**config.mk**
```make
export PLATFORM = sky130hd
export DESIGN_NAME = gci_hub_router_flat
export DESIGN_NICKNAME = d
export VERILOG_FILES = /design/src/rtl/gci_pkg.sv /design/src/rtl/gci_hub_router_if.sv /design/src/rtl/gci_hub_addr_decoder.sv /design/src/rtl/gci_hub_router.sv /design/src/flat_wrapper.sv
export SDC_FILE = /design/constraint.sdc
export NUM_CORES = 1
export LEC_CHECK = 0
export CAP_MARGIN = 5
export CORE_UTILIZATION = 45
export CTS_CLUSTER_DIAMETER = 40
export CTS_CLUSTER_SIZE = 40
export DETAILED_ROUTE_END_ITERATION = 16
export GPL_TIMING_DRIVEN = 0
export PLACE_DENSITY_LB_ADDON = 0.12
export SYNTH_ARGS = -nofsm -noshare
export SYNTH_HDL_FRONTEND = slang
export SYNTH_SLANG_ARGS = --single-unit
```
**constraint.sdc**
```tcl
create_clock -name iCLOCK -period 17.7 [get_ports iCLOCK]
set_clock_uncertainty 0.15 [all_clocks]
set_input_delay 1.77 -clock iCLOCK [delete_from_list [all_inputs] [get_ports iCLOCK]]
set_output_delay 1.77 -clock iCLOCK [all_outputs]
set_load 0.02 [all_outputs]
```
**src/rtl/gci_pkg.sv**
```systemverilog
// gci_pkg: shared definitions for the GCI hub router slice.
//   - Router FSM state encoding.
//   - Node count and node-register offsets.
//   - Window-end helper used while building the address map.
package gci_pkg;

  localparam int GCI_NODE_NUM   = 4;
  localparam int GCI_NODE_IDX_W = 2;

  // Register offsets inside each node's local address space.
  localparam logic [31:0] GCI_REG_MEMSIZE  = 32'h0000_0000;
  localparam logic [31:0] GCI_REG_PRIORITY = 32'h0000_0004;
  localparam logic [31:0] GCI_REG_INTFLAG  = 32'h0000_0008;

  // One past the last byte of the 32-bit global space.
  localparam logic [32:0] GCI_ADDR_TOP = 33'h1_0000_0000;

  typedef enum logic [2:0] {
    ST_INIT  = 3'd0,
    ST_BUILD = 3'd1,
    ST_IDLE  = 3'd2,
    ST_ISSUE = 3'd3,
    ST_WAIT  = 3'd4,
    ST_RESP  = 3'd5
  } gci_hub_state_t;

  // base <= 2^32 and size < 2^32, so the sum always fits in 33 bits;
  // anything past the top of the global space is pinned to 2^32 so later
  // bases can never wrap back into valid addresses.
  function automatic logic [32:0] gci_clip_end(input logic [32:0] base,
                                               input logic [31:0] size);
    logic [32:0] sum;
    sum = base + {1'b0, size};
    if (sum > GCI_ADDR_TOP) begin
      return GCI_ADDR_TOP;
    end
    return sum;
  endfunction

endpackage

```
**src/rtl/gci_hub_router_if.sv**
```systemverilog
// gci_hub_router_if: master-side bus plus the four-node fan-out of the router.
//   Signal names are from the router's point of view (i* = into the router).
//   modport slave  : the router itself.
//   modport master : the environment (bus master and the nodes).
interface gci_hub_router_if;
  import gci_pkg::*;

  // Master side
  logic                           iMASTER_REQ;
  logic                           oMASTER_BUSY;
  logic                           iMASTER_RW;
  logic [31:0]                    iMASTER_ADDR;
  logic [31:0]                    iMASTER_DATA;
  logic                           oMASTER_REQ;
  logic                           iMASTER_BUSY;
  logic [31:0]                    oMASTER_DATA;
  logic                           oMASTER_ERR;
  logic                           oREADY;

  // Node side
  logic [GCI_NODE_NUM-1:0]        iNODE_VALID;
  logic [GCI_NODE_NUM-1:0]        iNODEINFO_VALID;
  logic [32*GCI_NODE_NUM-1:0]     iNODEINFO_MEMSIZE;
  logic [GCI_NODE_NUM-1:0]        oNODE_REQ;
  logic [GCI_NODE_NUM-1:0]        iNODE_BUSY;
  logic                           oNODE_RW;
  logic [31:0]                    oNODE_ADDR;
  logic [31:0]                    oNODE_DATA;
  logic [GCI_NODE_NUM-1:0]        iNODE_REQ;
  logic [32*GCI_NODE_NUM-1:0]     iNODE_DATA;

  modport slave (
    input  iMASTER_REQ, iMASTER_RW, iMASTER_ADDR, iMASTER_DATA, iMASTER_BUSY,
    output oMASTER_BUSY, oMASTER_REQ, oMASTER_DATA, oMASTER_ERR, oREADY,
    input  iNODE_VALID, iNODEINFO_VALID, iNODEINFO_MEMSIZE, iNODE_BUSY,
    input  iNODE_REQ, iNODE_DATA,
    output oNODE_REQ, oNODE_RW, oNODE_ADDR, oNODE_DATA
  );

  modport master (
    output iMASTER_REQ, iMASTER_RW, iMASTER_ADDR, iMASTER_DATA, iMASTER_BUSY,
    input  oMASTER_BUSY, oMASTER_REQ, oMASTER_DATA, oMASTER_ERR, oREADY,
    output iNODE_VALID, iNODEINFO_VALID, iNODEINFO_MEMSIZE, iNODE_BUSY,
    output iNODE_REQ, iNODE_DATA,
    input  oNODE_REQ, oNODE_RW, oNODE_ADDR, oNODE_DATA
  );

endinterface

```
**src/rtl/gci_hub_addr_decoder.sv**
```systemverilog
// gci_hub_addr_decoder: combinational global-to-node address decode.
//   base_i  : latched window bases (33 bit, at most 2^32).
//   size_i  : latched effective sizes (0 for absent nodes).
//   addr_i  : global address.
//   hit_o   : some node owns addr_i.
//   owner_o : lowest-index owning node.
//   local_o : addr_i - base(owner).
module gci_hub_addr_decoder
  import gci_pkg::*;
(
  input  logic [GCI_NODE_NUM-1:0][32:0] base_i,
  input  logic [GCI_NODE_NUM-1:0][31:0] size_i,
  input  logic [31:0]                   addr_i,
  output logic                          hit_o,
  output logic [GCI_NODE_IDX_W-1:0]     owner_o,
  output logic [31:0]                   local_o
);

  // Walk from the top index down so the lowest matching node wins.
  // A zero-size window has base == end and can never match.
  always_comb begin
    hit_o   = 1'b0;
    owner_o = '0;
    local_o = '0;
    for (int i = GCI_NODE_NUM - 1; i >= 0; i--) begin
      if (({1'b0, addr_i} >= base_i[i]) &&
          ({2'b00, addr_i} < ({1'b0, base_i[i]} + {2'b00, size_i[i]}))) begin
        hit_o   = 1'b1;
        owner_o = GCI_NODE_IDX_W'(i);
        local_o = addr_i - base_i[i][31:0];
      end
    end
  end

endmodule

```
**src/rtl/gci_hub_router.sv**
```systemverilog
// gci_hub_router: single-outstanding master-to-node router.
//   iCLOCK, iRESET : clock and asynchronous active-high reset.
//   bus            : master request/completion handshake plus per-node
//                    request/completion, size info and broadcast addr/data.
// Builds an address map from the node sizes once all present nodes report
// ready, then forwards each master request to its owning node with a
// node-local address. Unmapped addresses and node timeouts complete with
// UNMAPPED_DATA and an error flag.
module gci_hub_router
  import gci_pkg::*;
#(
  parameter logic [7:0]  TIMEOUT_CYCLE = 8'hFF,
  parameter logic [31:0] UNMAPPED_DATA = 32'hFFFF_FFFF
) (
  input logic             iCLOCK,
  input logic             iRESET,
  gci_hub_router_if.slave bus
);

  gci_hub_state_t                 state_q, state_d;
  logic                           rw_q, rw_d;
  logic [31:0]                    addr_q, addr_d;
  logic [31:0]                    wdata_q, wdata_d;
  logic [GCI_NODE_IDX_W-1:0]      owner_q, owner_d;
  logic [7:0]                     cnt_q, cnt_d;
  logic [31:0]                    rdata_q, rdata_d;
  logic                           err_q, err_d;
  logic [GCI_NODE_NUM-1:0][32:0]  base_q, base_d;
  logic [GCI_NODE_NUM-1:0][31:0]  size_q, size_d;

  logic [GCI_NODE_NUM-1:0][31:0]  memsize;
  logic [GCI_NODE_NUM-1:0][31:0]  node_data;
  logic [GCI_NODE_NUM-1:0][31:0]  size_eff;
  logic [GCI_NODE_NUM-1:0][32:0]  base_calc;
  logic                           all_ready;
  logic                           dec_hit;
  logic [GCI_NODE_IDX_W-1:0]      dec_owner;
  logic [31:0]                    dec_local;
  logic [7:0]                     cnt_nxt;
  logic [GCI_NODE_NUM-1:0]        node_req;

  assign memsize   = bus.iNODEINFO_MEMSIZE;
  assign node_data = bus.iNODE_DATA;

  // Absent nodes contribute nothing to the map regardless of reported size.
  assign all_ready = &(~bus.iNODE_VALID | bus.iNODEINFO_VALID);

  always_comb begin
    logic [32:0] acc;
    acc = '0;
    for (int i = 0; i < GCI_NODE_NUM; i++) begin
      size_eff[i]  = bus.iNODE_VALID[i] ? memsize[i] : 32'h0;
      base_calc[i] = acc;
      acc          = gci_clip_end(acc, size_eff[i]);
    end
  end

  gci_hub_addr_decoder u_dec (
    .base_i  (base_q),
    .size_i  (size_q),
    .addr_i  (bus.iMASTER_ADDR),
    .hit_o   (dec_hit),
    .owner_o (dec_owner),
    .local_o (dec_local)
  );

  assign cnt_nxt = cnt_q + 8'd1;

  always_comb begin
    state_d = state_q;
    rw_d    = rw_q;
    addr_d  = addr_q;
    wdata_d = wdata_q;
    owner_d = owner_q;
    cnt_d   = cnt_q;
    rdata_d = rdata_q;
    err_d   = err_q;
    base_d  = base_q;
    size_d  = size_q;
    unique case (state_q)
      ST_INIT: begin
        if (all_ready) state_d = ST_BUILD;
      end
      ST_BUILD: begin
        base_d  = base_calc;
        size_d  = size_eff;
        state_d = ST_IDLE;
      end
      ST_IDLE: begin
        if (bus.iMASTER_REQ) begin
          rw_d    = bus.iMASTER_RW;
          addr_d  = dec_local;
          wdata_d = bus.iMASTER_RW ? bus.iMASTER_DATA : 32'h0;
          owner_d = dec_owner;
          if (dec_hit) begin
            state_d = ST_ISSUE;
          end else begin
            rdata_d = UNMAPPED_DATA;
            err_d   = 1'b1;
            state_d = ST_RESP;
          end
        end
      end
      ST_ISSUE: begin
        if (!bus.iNODE_BUSY[owner_q]) begin
          cnt_d   = 8'd0;
          state_d = ST_WAIT;
        end
      end
      ST_WAIT: begin
        // Completion is checked first so it beats a same-cycle timeout.
        if (bus.iNODE_REQ[owner_q]) begin
          rdata_d = node_data[owner_q];
          err_d   = 1'b0;
          state_d = ST_RESP;
        end else if (cnt_nxt == TIMEOUT_CYCLE) begin
          rdata_d = UNMAPPED_DATA;
          err_d   = 1'b1;
          state_d = ST_RESP;
        end else begin
          cnt_d = cnt_nxt;
        end
      end
      ST_RESP: begin
        if (!bus.iMASTER_BUSY) state_d = ST_IDLE;
      end
      default: state_d = ST_INIT;
    endcase
  end

  // Request to the owner only in a cycle where it can take it.
  always_comb begin
    node_req = '0;
    if ((state_q == ST_ISSUE) && !bus.iNODE_BUSY[owner_q]) node_req[owner_q] = 1'b1;
  end

  always_ff @(posedge iCLOCK or posedge iRESET) begin
    if (iRESET) begin
      state_q <= ST_INIT;
      rw_q    <= 1'b0;
      addr_q  <= '0;
      wdata_q <= '0;
      owner_q <= '0;
      cnt_q   <= '0;
      rdata_q <= '0;
      err_q   <= 1'b0;
      base_q  <= '0;
      size_q  <= '0;
    end else begin
      state_q <= state_d;
      rw_q    <= rw_d;
      addr_q  <= addr_d;
      wdata_q <= wdata_d;
      owner_q <= owner_d;
      cnt_q   <= cnt_d;
      rdata_q <= rdata_d;
      err_q   <= err_d;
      base_q  <= base_d;
      size_q  <= size_d;
    end
  end

  assign bus.oMASTER_BUSY = (state_q != ST_IDLE);
  assign bus.oREADY       = (state_q == ST_IDLE);
  assign bus.oMASTER_REQ  = (state_q == ST_RESP);
  assign bus.oMASTER_ERR  = (state_q == ST_RESP) && err_q;
  assign bus.oMASTER_DATA = rdata_q;
  assign bus.oNODE_REQ    = node_req;
  assign bus.oNODE_RW     = rw_q;
  assign bus.oNODE_ADDR   = addr_q;
  assign bus.oNODE_DATA   = wdata_q;

endmodule

```
**src/flat_wrapper.sv**
```systemverilog
// flat-port wrapper written by rule: the top's interface ports become plain ports
module gci_hub_router_flat import gci_pkg::*;
#(
  parameter logic [7:0]  TIMEOUT_CYCLE = 8'hFF,
  parameter logic [31:0] UNMAPPED_DATA = 32'hFFFF_FFFF
)
  (iCLOCK, iRESET, bus_iMASTER_REQ, bus_iMASTER_RW, bus_iMASTER_ADDR, bus_iMASTER_DATA, bus_iMASTER_BUSY, bus_oMASTER_BUSY, bus_oMASTER_REQ, bus_oMASTER_DATA, bus_oMASTER_ERR, bus_oREADY, bus_iNODE_VALID, bus_iNODEINFO_VALID, bus_iNODEINFO_MEMSIZE, bus_iNODE_BUSY, bus_iNODE_REQ, bus_iNODE_DATA, bus_oNODE_REQ, bus_oNODE_RW, bus_oNODE_ADDR, bus_oNODE_DATA);
  gci_hub_router_if bus_i ();
  input logic iCLOCK;
  input logic iRESET;
  input wire logic [$bits(bus_i.iMASTER_REQ)-1:0] bus_iMASTER_REQ;
  input wire logic [$bits(bus_i.iMASTER_RW)-1:0] bus_iMASTER_RW;
  input wire logic [$bits(bus_i.iMASTER_ADDR)-1:0] bus_iMASTER_ADDR;
  input wire logic [$bits(bus_i.iMASTER_DATA)-1:0] bus_iMASTER_DATA;
  input wire logic [$bits(bus_i.iMASTER_BUSY)-1:0] bus_iMASTER_BUSY;
  output wire logic [$bits(bus_i.oMASTER_BUSY)-1:0] bus_oMASTER_BUSY;
  output wire logic [$bits(bus_i.oMASTER_REQ)-1:0] bus_oMASTER_REQ;
  output wire logic [$bits(bus_i.oMASTER_DATA)-1:0] bus_oMASTER_DATA;
  output wire logic [$bits(bus_i.oMASTER_ERR)-1:0] bus_oMASTER_ERR;
  output wire logic [$bits(bus_i.oREADY)-1:0] bus_oREADY;
  input wire logic [$bits(bus_i.iNODE_VALID)-1:0] bus_iNODE_VALID;
  input wire logic [$bits(bus_i.iNODEINFO_VALID)-1:0] bus_iNODEINFO_VALID;
  input wire logic [$bits(bus_i.iNODEINFO_MEMSIZE)-1:0] bus_iNODEINFO_MEMSIZE;
  input wire logic [$bits(bus_i.iNODE_BUSY)-1:0] bus_iNODE_BUSY;
  input wire logic [$bits(bus_i.iNODE_REQ)-1:0] bus_iNODE_REQ;
  input wire logic [$bits(bus_i.iNODE_DATA)-1:0] bus_iNODE_DATA;
  output wire logic [$bits(bus_i.oNODE_REQ)-1:0] bus_oNODE_REQ;
  output wire logic [$bits(bus_i.oNODE_RW)-1:0] bus_oNODE_RW;
  output wire logic [$bits(bus_i.oNODE_ADDR)-1:0] bus_oNODE_ADDR;
  output wire logic [$bits(bus_i.oNODE_DATA)-1:0] bus_oNODE_DATA;
  assign bus_i.iMASTER_REQ = bus_iMASTER_REQ;
  assign bus_i.iMASTER_RW = bus_iMASTER_RW;
  assign bus_i.iMASTER_ADDR = bus_iMASTER_ADDR;
  assign bus_i.iMASTER_DATA = bus_iMASTER_DATA;
  assign bus_i.iMASTER_BUSY = bus_iMASTER_BUSY;
  assign bus_oMASTER_BUSY = bus_i.oMASTER_BUSY;
  assign bus_oMASTER_REQ = bus_i.oMASTER_REQ;
  assign bus_oMASTER_DATA = bus_i.oMASTER_DATA;
  assign bus_oMASTER_ERR = bus_i.oMASTER_ERR;
  assign bus_oREADY = bus_i.oREADY;
  assign bus_i.iNODE_VALID = bus_iNODE_VALID;
  assign bus_i.iNODEINFO_VALID = bus_iNODEINFO_VALID;
  assign bus_i.iNODEINFO_MEMSIZE = bus_iNODEINFO_MEMSIZE;
  assign bus_i.iNODE_BUSY = bus_iNODE_BUSY;
  assign bus_i.iNODE_REQ = bus_iNODE_REQ;
  assign bus_i.iNODE_DATA = bus_iNODE_DATA;
  assign bus_oNODE_REQ = bus_i.oNODE_REQ;
  assign bus_oNODE_RW = bus_i.oNODE_RW;
  assign bus_oNODE_ADDR = bus_i.oNODE_ADDR;
  assign bus_oNODE_DATA = bus_i.oNODE_DATA;
  gci_hub_router #(.TIMEOUT_CYCLE(TIMEOUT_CYCLE), .UNMAPPED_DATA(UNMAPPED_DATA)) u_core (.iCLOCK(iCLOCK), .iRESET(iRESET), .bus(bus_i));
endmodule
```
### After elaboration in Yosys (flattened, before gate mapping)

Cells that the tools add are included.

| storage, ports and cells | value |
|---|---|
| logic and storage cells | 127 |
| register bits after elaboration | 338 |
| output and inout bits | 105 |
| input port bits | 341 |

| cells by class | value |
|---|---|
| $lt $le $gt $ge | 13 |
| muxes and demuxes | 57 |
| $add $sub $neg | 9 |
| bitwise logic cells | 2 |
| reduce and logical (&&, ||, !) cells | 16 |
| equal/unequal tests | 15 |

Operators by type and width:

| operator | number |
|---|---|
| $mux 32 | 14 |
| $mux 33 | 6 |
| $add 33x32->34 | 3 |
| $lt 32x34->1 | 3 |
| $ge 32x33->1 | 3 |
| $sub 32x32->32 | 3 |
| $add 33x32->33 | 2 |
| $gt 33x33->1 const B | 2 |
| $bmux 32 s2 | 1 |
| $pmux 32 s2 | 1 |
| $gt 32x33->1 const B | 1 |
| $ge 32x1->1 const B | 1 |
| $lt 32x32->1 | 1 |
| $mux 8 | 3 |
| $mux 3 | 7 |
| $pmux 3 s6 | 1 |
| $pmux 8 s2 | 1 |
| $mux 1 | 14 |
| $ne 2x2->1 const B | 6 |
| $reduce_and 4->1 | 3 |
| $add 8x1->8 const B | 1 |
| $eq 8x8->1 const B | 1 |
| $mux 2 | 4 |
| $logic_and 1x1->1 | 7 |
| 19 further kinds | 23 |

### Depth between registers and ports, before layout

| depth | value |
|---|---|
| word-level depth | 12 |
| depth in mapped cells | 30 |
| depth with buffers taken out | 27 |

### Hierarchy

A second synthesis with hierarchy kept.

| second synthesis, totals | value |
|---|---|
| cells, all modules | 4307 |
| area, all modules | 34473.1 sq um |

By module, submodules not included:

| module | cells an instance | seq. area each (sq um) | instances | area each (sq um) |
|---|---|---|---|---|
| gci_hub_router | 1945 | 7632.3 | 1 | 17692.0 |
| gci_hub_addr_decoder | 2362 | 0.0 | 1 | 16781.1 |

### Worst setup path after synthesis

No wires, ideal clock.

| timing path | value |
|---|---|
| path type | input port to flip-flop |
| start point | in bus_iNODE_VALID[1] |
| end point | reg u_core.base_q[101] (netlist bit) |
| stages on the path | 30 |
| path buffers | 4 |
| arrival | 8244 ps |
| setup slack | 9171 ps |
| required time | 17415 ps |
| setup time | 135 ps |
| path through | clkbuf_1 and2_1 ha_1 fa_1 a211oi_1 o21bai_1 a2111oi_2 nor4b_1 nor3_1 and4_1 nand4_1 or4_4 nor4b_4 a21boi_2 buf_6 nor2_1 ha_1 clkbuf_1 and3_1 a221o_1 nand2b_1 o311ai_1 o41a_1 o21ai_0 a21oi_1 xor2_1 nand2_1 a31oi_2 buf_2 a211oi_2 |

RTL lines:

| element | line | text |
|---|---|---|
| start, declared | flat_wrapper.sv:21 | `input wire logic [$bits(bus_i.iNODE_VALID)-1:0] bus_iNODE_VALID;` |
| end signal, assigned | gci_hub_router.sv:158 | `base_q <= base_d;` |
| end, declared | gci_hub_router.sv:28 | `logic [GCI_NODE_NUM-1:0][32:0] base_q, base_d;` |

==> impl_metrics.ini <==
[timing]
finalSetupTns_ns = 0
rsz0062_at_grt = no
max_slew.worst_pin.slew_ns = 1.21
timing.final.crit_period_ns = 11.90
finalHoldViolCount = 0
setup_violations = 0
fmax_mhz = 84.0
fin_crit_sh_pct = 67.3
maxSlewViolCount = 0
slew_headroom_pct = 19.6

[yosys]
ys_types = 94
synthCells = 3665
synth_fa_ha_area_share_pct = 15.4
yosys.area.top_type = dfrtp_1
ys_seq_elements = 305
muxShareOfSynthArea_pct = 2.88
synthFlopType = dfrtp_1
ys_top_cells_by_area = dfrtp_1 26%, ha_1 15%, nand2_1 7.4%
syn-cell-area_sq_um = 29600
avgSynthCellArea_sq_um = 8.07
ys_async_sr_fraction_pct = 100
ys_seq_area_share_pct = 25.8
synth-xor-area-share_pct = 5.92
synth_edf_count = 0
synth_top_family_by_area = compound AO/OA/AOI/OAI gates
synth_simple_gate_area_share_pct = 22.0
synth-warning-count = 0
synth_top_area_share_pct = 25.8
synth_compound_area_share_pct = 24.0
synth_nets = 4365

[power_and_ir_drop]
ir_drop_mv = 0.0837
p_total_uw = 7240
leakagePower_uw = 0.0168
powerDensity_nw_per_um2 = 195

[clocking]
cts-buffers-inserted = 52
cts-root-buf = clkbuf_16
cts-htree-levels = 2
cts_setup_buffers = 0
cts_tree = yes
clk_latency_ns = 0.63
post_cts_resized = 0
cts_hold_buf = 0
cts_buffer_depth = 3
cts.sinks = 305
clk_pin_slew_ns = 0.05

[floorplan]
die_y_um = 258
die_x_um = 258
coreArea_sq_um = 64700
io_pins = 446
start_util_pct = 45.7
die_area_sq_um = 66800
num_rows = 93

[min_path]
min_from = u_core.bus.oNODE_DATA[30]$_DFFE_PP0P_
hold_path.class = register to register

[setup_path]
worstSetupEndpointType = register
crit_required_ns = 18.01
r2r-start = u_core.base_q[99]$_DFFE_PP0P_
cp-startpoint = bus_iNODE_VALID[1]
startpoint_type = input port
path_class = input port to register
cp.arrival_ns = 12.21
max_stage_delay_ns = 0.77
r2r_slack_ns = 10.02
cp_slowest_cell = nor3_1
path_max_fanout = 10

[routing]
wl_per_cell_um = 24.0
wl_um = 122000
drt_iter0_drc = 2758
ant_nets = 0
vias_per_cell = 5.94
drtPass1Iterations = 6
remaining_drc_errors = 0
num_vias = 30100

[global_routing]
grt_max_degree = 115
grt_pass1_wl_um = 177000
antenna_found_initial = 2
grt-ovfl-total = 0
grt_usage_pct = 35.3
grt_pass1_vias = 28000

[cells_and_area]
syn_to_final_growth_pct = 25.3
post-route-cell-area_sq_um = 37100
drive_gt1_share_pct = 4.80
final_nets = 4867

[place]
dpl.hpwl_um = 99100
port_buffers = 443
placed_area_sq_um = 35200
routabilityCongestion = 0.998

[job]
drv_cap = 0

[status]
status = completed
## layer usage
metal | global-route usage [%] | wire (um)
met3 | 5.43 | 9320
met4 | 18.3 | 6930
met1 | 46.5 | 51600
met2 | 55.9 | 53900
met5 | 0 | 0
## per-stage QoR
step | hold WS (ns) | instances | utilization, % | setup WS (ns)
3_3_place_gp | 0.299 | 4963 | 54.2 | 3.13
3_5_place_dp | 0.305 | 4968 | 54.4 | 5.55
6_report | 0.311 | 5068 | 57.3 | 5.80
2_1_floorplan | 0.295 | 3665 | - | 7.35
5_1_grt | 0.330 | 5067 | 57.3 | 5.66
4_1_cts | 0.316 | 5065 | 57.3 | 6.13
## flip-flops by register name, summed over array words and instances (netlist names), 2 cells and up
| name | cells |
|---|---|
| u_core.owner_q | 2 |
| u_core.state_q | 3 |
| u_core.cnt_q | 8 |
| u_core.size_q | 127 |
| u_core.bus.oNODE_ADDR | 32 |
| u_core.bus.oNODE_DATA | 32 |
| u_core.bus.oMASTER_DATA | 32 |
| u_core.base_q | 67 |
## Yosys cell counts (all sizes together) (17+ instances only)
master and instances:
a221oi 24, nand2 583, a211o 19, a22oi 18
o211ai 18, o21bai 39, o22ai 17, nand3 142
xnor2 109, o31ai 52, nor2 222, o22a 35
xor2 91, inv 161, clkbuf 120, nor3 56
a21oi 289, o21ai 203, and4 18, a21o 122
buf 27, nor4 21, ha 351, mux4 34
a211oi 58, or2 23, nand4 34, and2 116
a31oi 33, nor2b 28, dfrtp 305, and3 36
o21a 44, nand2b 40
## area by class of cell
| cell class | instances | area [sq um] |
|---|---|---|
| multi-input combinational | 3051 | 20800 |
| inverter | 162 | 616 |
| timing repair buffer | 448 | 4520 |
| buffer | 147 | 581 |
| sequential | 305 | 7630 |
| clock inverter | 39 | 522 |
| tap | 855 | 1070 |
| antenna | 3 | 7.51 |
| fill | 6138 | 27600 |
| clock buffer | 58 | 1360 |
## worst max-delay path: cells and delay by family
family,cells,cell delay [ns]
AOI/OAI and AO/OA,12,3.83
buffers and inverters,3,1.33
adders and majority gates,3,1.01
and+or+nand+nor,11,4.25
## final timing paths
kind / end / cells after the start
setup / recovery: u_core.base_q[101]$_DFFE_PP0P_ / 29
hold / removal: u_core.bus.oNODE_DATA[30]$_DFFE_PP0P_ / 2
setup reg to reg: u_core.bus.oNODE_ADDR[20]$_DFFE_PP0P_ / 26
hold reg to reg: u_core.bus.oNODE_DATA[30]$_DFFE_PP0P_ / 2
max in group asynchronous: u_core.bus.oNODE_DATA[6]$_DFFE_PP0P_ / 3
min in group asynchronous: u_core.size_q[98]$_DFFE_PP0P_ / 2
## cells in the final DEF, fill, tap and decap left out, drive strengths merged, types with 116 or more instances in the layout
cell type / count
a21o: 122
o21ai: 203
and2: 116
ha: 351
dfrtp: 305
nor2: 222
inv: 170
a21oi: 289
clkdlybuf4s50: 443
nand3: 142
clkbuf: 178
nand2: 583
## logic make-up after synthesis
logic type	Yosys count
xor gates and xnor gates	200
buffers and inverters	309
muxes	42
and+or+nand+nor	1375
AOI/OAI and AO/OA	1075
adders and majority gates	359
DFF	305
## report_power, final
part	leakage [uW]	internal [uW]	switching, uW
Sequential	0.00380	1020	319
Clock	0.000879	672	409
Combinational	0.0121	1910	2910
Total	0.0168	3600	3630
Note: power is estimated with default switching activity, not from simulation.
